<file path="config.mk">
export PLATFORM = sky130hd
export DESIGN_NAME = seg_scan_ctrl
export DESIGN_NICKNAME = d
export VERILOG_FILES = /design/src/rtl/seg_scan_ctrl.sv
export SDC_FILE = /design/constraint.sdc
export NUM_CORES = 1
export LEC_CHECK = 0
export CAP_MARGIN = 20
export CORE_UTILIZATION = 55
export CTS_BUF_LIST = sky130_fd_sc_hd__clkbuf_8 sky130_fd_sc_hd__clkbuf_16
export CTS_CLUSTER_DIAMETER = 120
export DETAILED_ROUTE_END_ITERATION = 12
export GPL_ROUTABILITY_DRIVEN = 0
export HOLD_SLACK_MARGIN = 0.06
export PLACE_DENSITY = 0.77
export SETUP_SLACK_MARGIN = 0.3
export SKIP_CTS_REPAIR_TIMING = 1
export SLEW_MARGIN = 20
export SYNTH_ARGS = -nofsm -noshare
export SYNTH_HDL_FRONTEND = slang
export SYNTH_SLANG_ARGS = --single-unit
export TNS_END_PERCENT = 1
</file>
<file path="constraint.sdc">
create_clock -name clk -period 2.49 [get_ports clk]
set_input_delay 0.498 -clock clk [delete_from_list [all_inputs] [get_ports clk]]
set_output_delay 0.498 -clock clk [all_outputs]
set_load 0.02 [all_outputs]
</file>
<file path="src/rtl/seg_scan_ctrl.sv">
// Time-multiplexed 7-segment scanner with a valid/ready input and frame-aligned double buffering.
// Optional leading-zero blanking is enabled by defining SEG_LZB_EN.
module seg_scan_ctrl #(
   parameter int                    DIGITS    = 8,
   parameter int                    DIV       = 1000,
   parameter logic [4*DIGITS-1:0]   RESET_VAL = '0
) (
   input  logic                  clk,
   input  logic                  rst_n,
   input  logic                  in_valid,
   output logic                  in_ready,
   input  logic [4*DIGITS-1:0]   in_data,
   input  logic [DIGITS-1:0]     in_blank,
   output logic [3:0]            hex,
   output logic [DIGITS-1:0]     dig_sel,
   output logic                  frame_start
);

   localparam int PW = (DIV > 1) ? $clog2(DIV) : 1;
   localparam int IW = (DIGITS > 1) ? $clog2(DIGITS) : 1;

   // Marks zero digits from the top down until the first nonzero one; digit 0 stays lit.
   function automatic logic [DIGITS-1:0] f_lzb(input logic [4*DIGITS-1:0] d);
      logic lead;
      f_lzb = '0;
      lead  = 1'b1;
      for (int k = DIGITS - 1; k >= 1; k--) begin
         lead     = lead && (d[4*k +: 4] == 4'h0);
         f_lzb[k] = lead;
      end
   endfunction

`ifdef SEG_LZB_EN
   localparam logic [DIGITS-1:0] RESET_BLANK = f_lzb(RESET_VAL);
`else
   localparam logic [DIGITS-1:0] RESET_BLANK = '0;
`endif

   logic [PW-1:0]          r_presc;
   logic [IW-1:0]          r_idx;
   logic [4*DIGITS-1:0]    r_pend_data;
   logic [DIGITS-1:0]      r_pend_blank;
   logic                   r_pend_full;
   logic [4*DIGITS-1:0]    r_shadow_data;
   logic [DIGITS-1:0]      r_shadow_blank;
   logic [3:0]             r_hex;
   logic [DIGITS-1:0]      r_dig_sel;
   logic                   r_frame_start;

   logic                   w_tick;
   logic                   w_last;
   logic                   w_boundary;
   logic                   w_commit;
   logic                   w_accept;
   logic [IW-1:0]          w_idx_next;
   logic [4*DIGITS-1:0]    w_shadow_data_next;
   logic [DIGITS-1:0]      w_shadow_blank_next;
   logic [DIGITS-1:0]      w_commit_blank;
   logic [3:0]             w_nib [DIGITS];
   logic [DIGITS-1:0]      w_onehot;
   logic [3:0]             w_sel_hex;
   logic                   w_sel_blank;

   assign w_tick     = (r_presc == PW'(DIV - 1));
   assign w_last     = (r_idx == IW'(DIGITS - 1));
   assign w_boundary = w_tick && w_last;
   assign w_commit   = w_boundary && r_pend_full;
   assign w_accept   = in_valid && !r_pend_full;
   assign w_idx_next = w_last ? '0 : r_idx + IW'(1);

`ifdef SEG_LZB_EN
   assign w_commit_blank = r_pend_blank | f_lzb(r_pend_data);
`else
   assign w_commit_blank = r_pend_blank;
`endif

   // The slot being entered must see a word committed on the same edge.
   assign w_shadow_data_next  = w_commit ? r_pend_data    : r_shadow_data;
   assign w_shadow_blank_next = w_commit ? w_commit_blank : r_shadow_blank;

   generate
      for (genvar gi = 0; gi < DIGITS; gi++) begin : g_digit
         assign w_nib[gi]    = w_shadow_data_next[4*gi +: 4];
         assign w_onehot[gi] = (w_idx_next == IW'(gi));
      end
   endgenerate

   assign w_sel_hex   = w_nib[w_idx_next];
   assign w_sel_blank = w_shadow_blank_next[w_idx_next];

   always_ff @(posedge clk or negedge rst_n) begin
      if (!rst_n) begin
         r_presc        <= '0;
         r_idx          <= '0;
         r_pend_data    <= '0;
         r_pend_blank   <= '0;
         r_pend_full    <= 1'b0;
         r_shadow_data  <= RESET_VAL;
         r_shadow_blank <= RESET_BLANK;
         r_hex          <= RESET_VAL[3:0];
         r_dig_sel      <= ~DIGITS'(1);
         r_frame_start  <= 1'b0;
      end else begin
         r_frame_start <= w_boundary;
         r_presc       <= w_tick ? '0 : r_presc + PW'(1);

         if (w_accept) begin
            r_pend_data  <= in_data;
            r_pend_blank <= in_blank;
            r_pend_full  <= 1'b1;
         end else if (w_commit) begin
            r_pend_full  <= 1'b0;
         end

         if (w_tick) begin
            r_idx          <= w_idx_next;
            r_shadow_data  <= w_shadow_data_next;
            r_shadow_blank <= w_shadow_blank_next;
            r_hex          <= w_sel_blank ? 4'h0 : w_sel_hex;
            r_dig_sel      <= w_sel_blank ? '1 : ~w_onehot;
         end
      end
   end

   assign in_ready    = !r_pend_full;
   assign hex         = r_hex;
   assign dig_sel     = r_dig_sel;
   assign frame_start = r_frame_start;

endmodule

</file>
# [Yosys cells after proc, flatten, opt, wreduce, memory -nomap -nowiden]
# Cells that the tools add are included.
[totals] register_bits=107 inputBits=43 output_inout_bits=14
[classes] n_addsub=2 magnitude_cmp=2 eq_ne=9 n_mux=13 n_bitwise=2 n_reduce_logical=6
[op_table] op="two-way mux 32 bit" count=1
[op_table] op="two-way mux 8 bit" count=2
[op_table] op="equality test 3 bit (second input constant)" count=5
[op_table] op="binary-select mux 4 bit (select 3 bit)" count=1
[op_table] op="two-way mux 4 bit" count=3
[op_table] op="adder 10 x 1 -> 10 bit (second input constant)" count=1
[op_table] op="equality test 10 bit (second input constant)" count=1
[op_table] op="two-way mux 10 bit" count=1
[op_table] op="inverter 8 bit" count=1
[op_table] op="equality test 3 x 2 -> 1 bit (second input constant)" count=2
[op_table] op=">= comparator 4 bit (second input constant)" count=1
[op_table] op="less-than comparator 3 x 4 -> 1 bit (second input constant)" count=1
[op_table] op="inverter 3 -> 4 bit" count=1
[op_table] op="adder 3 x 1 -> 3 bit (second input constant)" count=1
[op_table] op="binary-select mux 1 bit (select 3 bit)" count=1
[op_table] op="equality test 3 x 1 -> 1 bit (second input constant)" count=1
[op_table] op="logical AND 1 bit" count=3
[op_table] op="zero test 3 bit" count=1
[op_table] op="two-way mux 1 bit" count=3
[op_table] op="two-way mux 3 bit" count=1
[op_table] op="nonzero test 2 bit" count=1
[op_table] op="zero test 1 bit" count=1

# [Longest topological paths before layout]
[logic_depth] depth_word=8 mapped_depth=10 ltp_nobuf=8

# [Worst setup path after synthesis]
# Ideal clock, no wire load.
[synth_timing] path_type="register to register" startpoint="register r_idx[0]" endpoint="register r_hex[0], in the netlist hex[0]" arrival_ns=2.165 t_required_ns=2.395 setup_slack_ns=0.229 stages_incl_launch_ff=10 n_path_buf=1 path_cell_list="dfrtp_1 > ha_1 > ha_1 > clkbuf_1 > inv_1 > a211o_1 > a21o_1 > a21oi_1 > nor3_4 > o31ai_1"
[synth_between] elab_chain_cells=8 elab_cells_between_ends=14 cone_classes="1 x add/sub; 1 x eq/ne; 9 x mux; 1 x bitwise; 2 x reduce/logical"
[synth_rtl] item="from (decl)" line_no="40" source="logic [IW-1:0] r_idx;"
[synth_rtl] item="from (signal assigned)" line_no="116" source="r_idx <= w_idx_next;"
[synth_rtl] item="branches (longest 7 deep; another with adder 3 x 1 -> 3 bit)"
[synth_rtl] item="two-way mux 4 bit *" line_no="119" source="r_hex <= w_sel_blank ? 4'h0 : w_sel_hex;"
[synth_rtl] item="to (signal assigned)" line_no="100" source="r_hex <= RESET_VAL[3:0];"
[synth_rtl] item="to (signal assigned)" line_no="119"
[synth_rtl] item="to (decl)" line_no="46" source="logic [3:0] r_hex;"
# Every way passes the cells marked *. The select of a mux whose other input is x is not followed.
# A chain may end at the register's enable or synchronous reset.

# [Worst setup path after layout]
[layout_timing] startpoint="register r_idx[1]" endpoint="register r_dig_sel[4], in the netlist dig_sel[4]"
[layout_between] elab_chain_cells=7 elab_cells_between_ends=11 cone_classes="1 x add/sub; 2 x eq/ne; 5 x mux; 1 x bitwise; 2 x reduce/logical"
[layout_rtl] item="branches (longest 6 deep; another with adder 3 x 1 -> 3 bit)"
[layout_rtl] item="two-way mux 8 bit *" line_no="120" source="r_dig_sel <= w_sel_blank ? '1 : ~w_onehot;"
[layout_rtl] item="to (signal assigned)" line_no="101" source="r_dig_sel <= ~DIGITS'(1);"
[layout_rtl] item="to (signal assigned)" line_no="120"
[layout_rtl] item="to (decl)" line_no="47" source="logic [DIGITS-1:0] r_dig_sel;"
# Marked as above.

==> results.md <==
* Ys Warns at 0
* Min Tclk post-route at roughly 2300 ps
* Critical path class: reg2reg
* Status: finished, final reports clean
* Routed WL at 9920 um
* 1st-iter DRT viols at 236
* Maximum vdd ir drop at 437 uV
* Max Fanout on Critical Path at 6
* Reg2reg path depth at 8
* Final period util at 0.938
* Req. time, crit path at 2810 ps
* Critical-path cell list: ha_4, ha_4, nand2_4, or4_4, a221oi_4, a21oi_4, nor3_4, o22a_1
* CP max stage cell: or4_4
* Drc violations at 0
* Cells after Synth at 449
* IO Count at 57
* 1st-pass router iterations at 5
* Worst skew pair latency at 380 ps
* Number of CTS-inserted buffers at 9
* CTS sink cnt at 107
* EDFF count, synth at 0
* Hold Path Class: reg2reg
* Global-route wire length before repair at 16200 um
* Predominant post-synthesis flop cell: dfrtp_1
* Die area at 8930 sq um
* Pin count of the biggest net entering global routing at 59
* Met2 usage at 0.388
* Grt peak-use layer: met2
* Hold Fails Final Rpt at 0
* Chip Height at 94.5 um
* Clock slew at reported path FFs at 100 ps
* Worst Hold Endpoint: r_shadow_data[13]
* Mean number of vias per cell at 5.59
* Post-synthesis register bit count at 107
* PD cells at 523 nW/um^2
* Die Width at 94.5 um
* Share of cells above drive strength 1 at 0.209
* Core box area at 8260 sq um
* Worst-margin pin slew at around 490 ps
* Syn_nets at 500
* R2R Path End: dig_sel[4]
* Slew Viols, Final at 0
* Worst hold path depth at 2
* Final setup skew at 10.9 ps
* # placed instances at 601
* Final Setup Violations at 0
* Max cap viols at 0
* Root Buffer: clkbuf_8
* Antenna violations before repair at 0
* RSZ-0062 raised after global routing: true
* Hold Startpoint: r_pend_data[13]
* Met3 Use GR at 0.0733
* # nets final at 567
* Row count at 33
* Initial Util at 0.570
* F_max at 428 MHz
* CTS tree: built
* Port bufs at 56
* Crit end category: register
* Max incr delay on CP at 570 ps
* Leakage power at 2.78 nW
* Hpwl dp at 6800 um
* Final ANT Viol Nets at 0
* Routed WL per cell at 15.8 um
* Grt ovf at 0
* Asr flop ratio synth at 1.00
* Antenna diodes at 0
* Register-to-register setup slack at 150 ps
* Post-synth cell types at 43
* Worst r2r src: r_idx[1]
* Setup TNS Final at 0 ps
* Seq/Total Area, Yosys at 0.571
* Clock buffer depth at 2
* Max H-tree Level at 3
* Final non-filler cell total at 626
* Most used cell, CP: ha_4
* Gr usage total at 0.242
* Via count at 3498
* Post-route core utilization at 0.709
* Worst EP arrival at 2650 ps
* Syn_area_per_cell at 10.5 sq um
* Slew HR at 0.671
* CP Launch Type: register
* Met1 GRT Util at 0.317
* Cell Area, Synth at 4710 sq um
* Layout Area Growth over Synthesis at 24.3%
* Vias in the first global route at 3397
==> through the flow <==
stage | setup WS (ps) | instance area [sq um] | power, mW | hold slack [ps]
after floorplan | 337 | 4710 | 1.95 | 202
after global placement | 189 | 5490 | 2.07 | 393
after detailed placement | 62.3 | 5490 | 2.08 | 394
after CTS | -32.3 | 5680 | 3.10 | -13.7
after global routing | 55.3 | 5850 | 3.19 | 504
final | 155 | 5850 | 3.06 | 473
==> synthesized netlist by cell type (all sizes together) (2+ instances only) <==
master    n  area [sq um]
nor2b     2          12.5
nand2   154           578
dfstp     7           184
a221o     9          90.1
xnor2     2          17.5
nor2     20          77.6
xor2      4          35.0
mux2     39           439
nand3     8          40.0
dfrtp   100          2500
nor4      2          33.8
o21ai    11          58.8
a31oi    10          62.6
ha        8           100
a221oi    4          41.3
and3      2          12.5
or2       2          12.5
a21o      3          22.5
inv       8          30.0
buf       3          13.8
a21oi     6          41.3
clkbuf   21          78.8
a211oi    3          22.5
o31ai     4          30.0
and2      2          12.5
nor3      2          21.3
a32oi     4          35.0
o22a      2          17.5
==> cells in the final DEF, fill, tap and decap left out, types with 4 or more instances in the layout <==
cell,Yosys,layout
nand2_1,154,153
dfrtp_1,100,100
clkdlybuf4s50_1,0,55
mux2_2,39,39
nor2_1,19,19
buf_4,0,18
a31oi_1,10,10
o21ai_0,10,9
a221o_1,9,9
clkbuf_8,0,9
inv_1,8,8
nand3_1,8,8
dfstp_2,7,7
a21oi_1,5,5
ha_1,8,5
xor2_1,4,4
a32oi_1,4,4
buf_12,0,4
==> state kept, by name, summed over array words and instances (netlist names) <==
signal	count
r_pend_data	32
r_shadow_data	32
r_presc	10
dig_sel	8
r_pend_blank	8
r_shadow_blank	8
hex	4
r_idx	3
frame_start	1
r_pend_full	1
==> layer usage <==
metal	share of wire	wire length, um
met5	0	0
met3	0.060	594
met1	0.44	4410
met4	0.018	182
met2	0.48	4730
==> area by class of cell <==
class | count | area [sq um]
Clock inverter | 7 | 71.3
Fill cell | 598 | 2400
Clock buffer | 9 | 124
Inverter | 8 | 30.0
Multi-Input combinational cell | 310 | 2000
Sequential cell | 107 | 2690
Timing Repair Buffer | 80 | 812
Tap cell | 105 | 131
==> how the worst max path moves through the flow <==
| stage | start | slack (ps) | to |
|---|---|---|---|
| after detailed placement | r_idx[0] | 60 | dig_sel[4] |
| after CTS | r_idx[0] | -30 | dig_sel[4] |
| after global routing | r_idx[1] | 60 | dig_sel[4] |
| final | r_idx[1] | 150 | dig_sel[4] |
| after floorplan | r_idx[0] | 340 | hex[2] |
| after global placement | r_idx[0] | 190 | dig_sel[0] |
==> cells by family after synthesis <==
logic type,share of synthesized area
AND/OR/NAND/NOR,0.180
buffers and inverters,0.0260
adder cells (fa/ha/maj),0.0213
flip-flops,0.571
multiplexers,0.0933
XOR/XNOR,0.0112
AO/OA/AOI/OAI,0.0975
==> worst max-delay path: cells and delay by family (launching register included) <==
family | cells | cell delay (ps)
AND/OR/NAND/NOR | 3 | 960
AO/OA/AOI/OAI | 3 | 530
flip-flops | 1 | 440
adder cells (fa/ha/maj) | 2 | 340
==> power by group <==
group / switching (mW) / total [mW] / leakage, nW / internal, mW
sequential: 0.0531 / 1.87 / 1.39 / 1.81
combinational: 0.0617 / 0.179 / 1.30 / 0.117
clock: 0.630 / 1.02 / 0.0961 / 0.389
(Power assumes the default switching activity.)
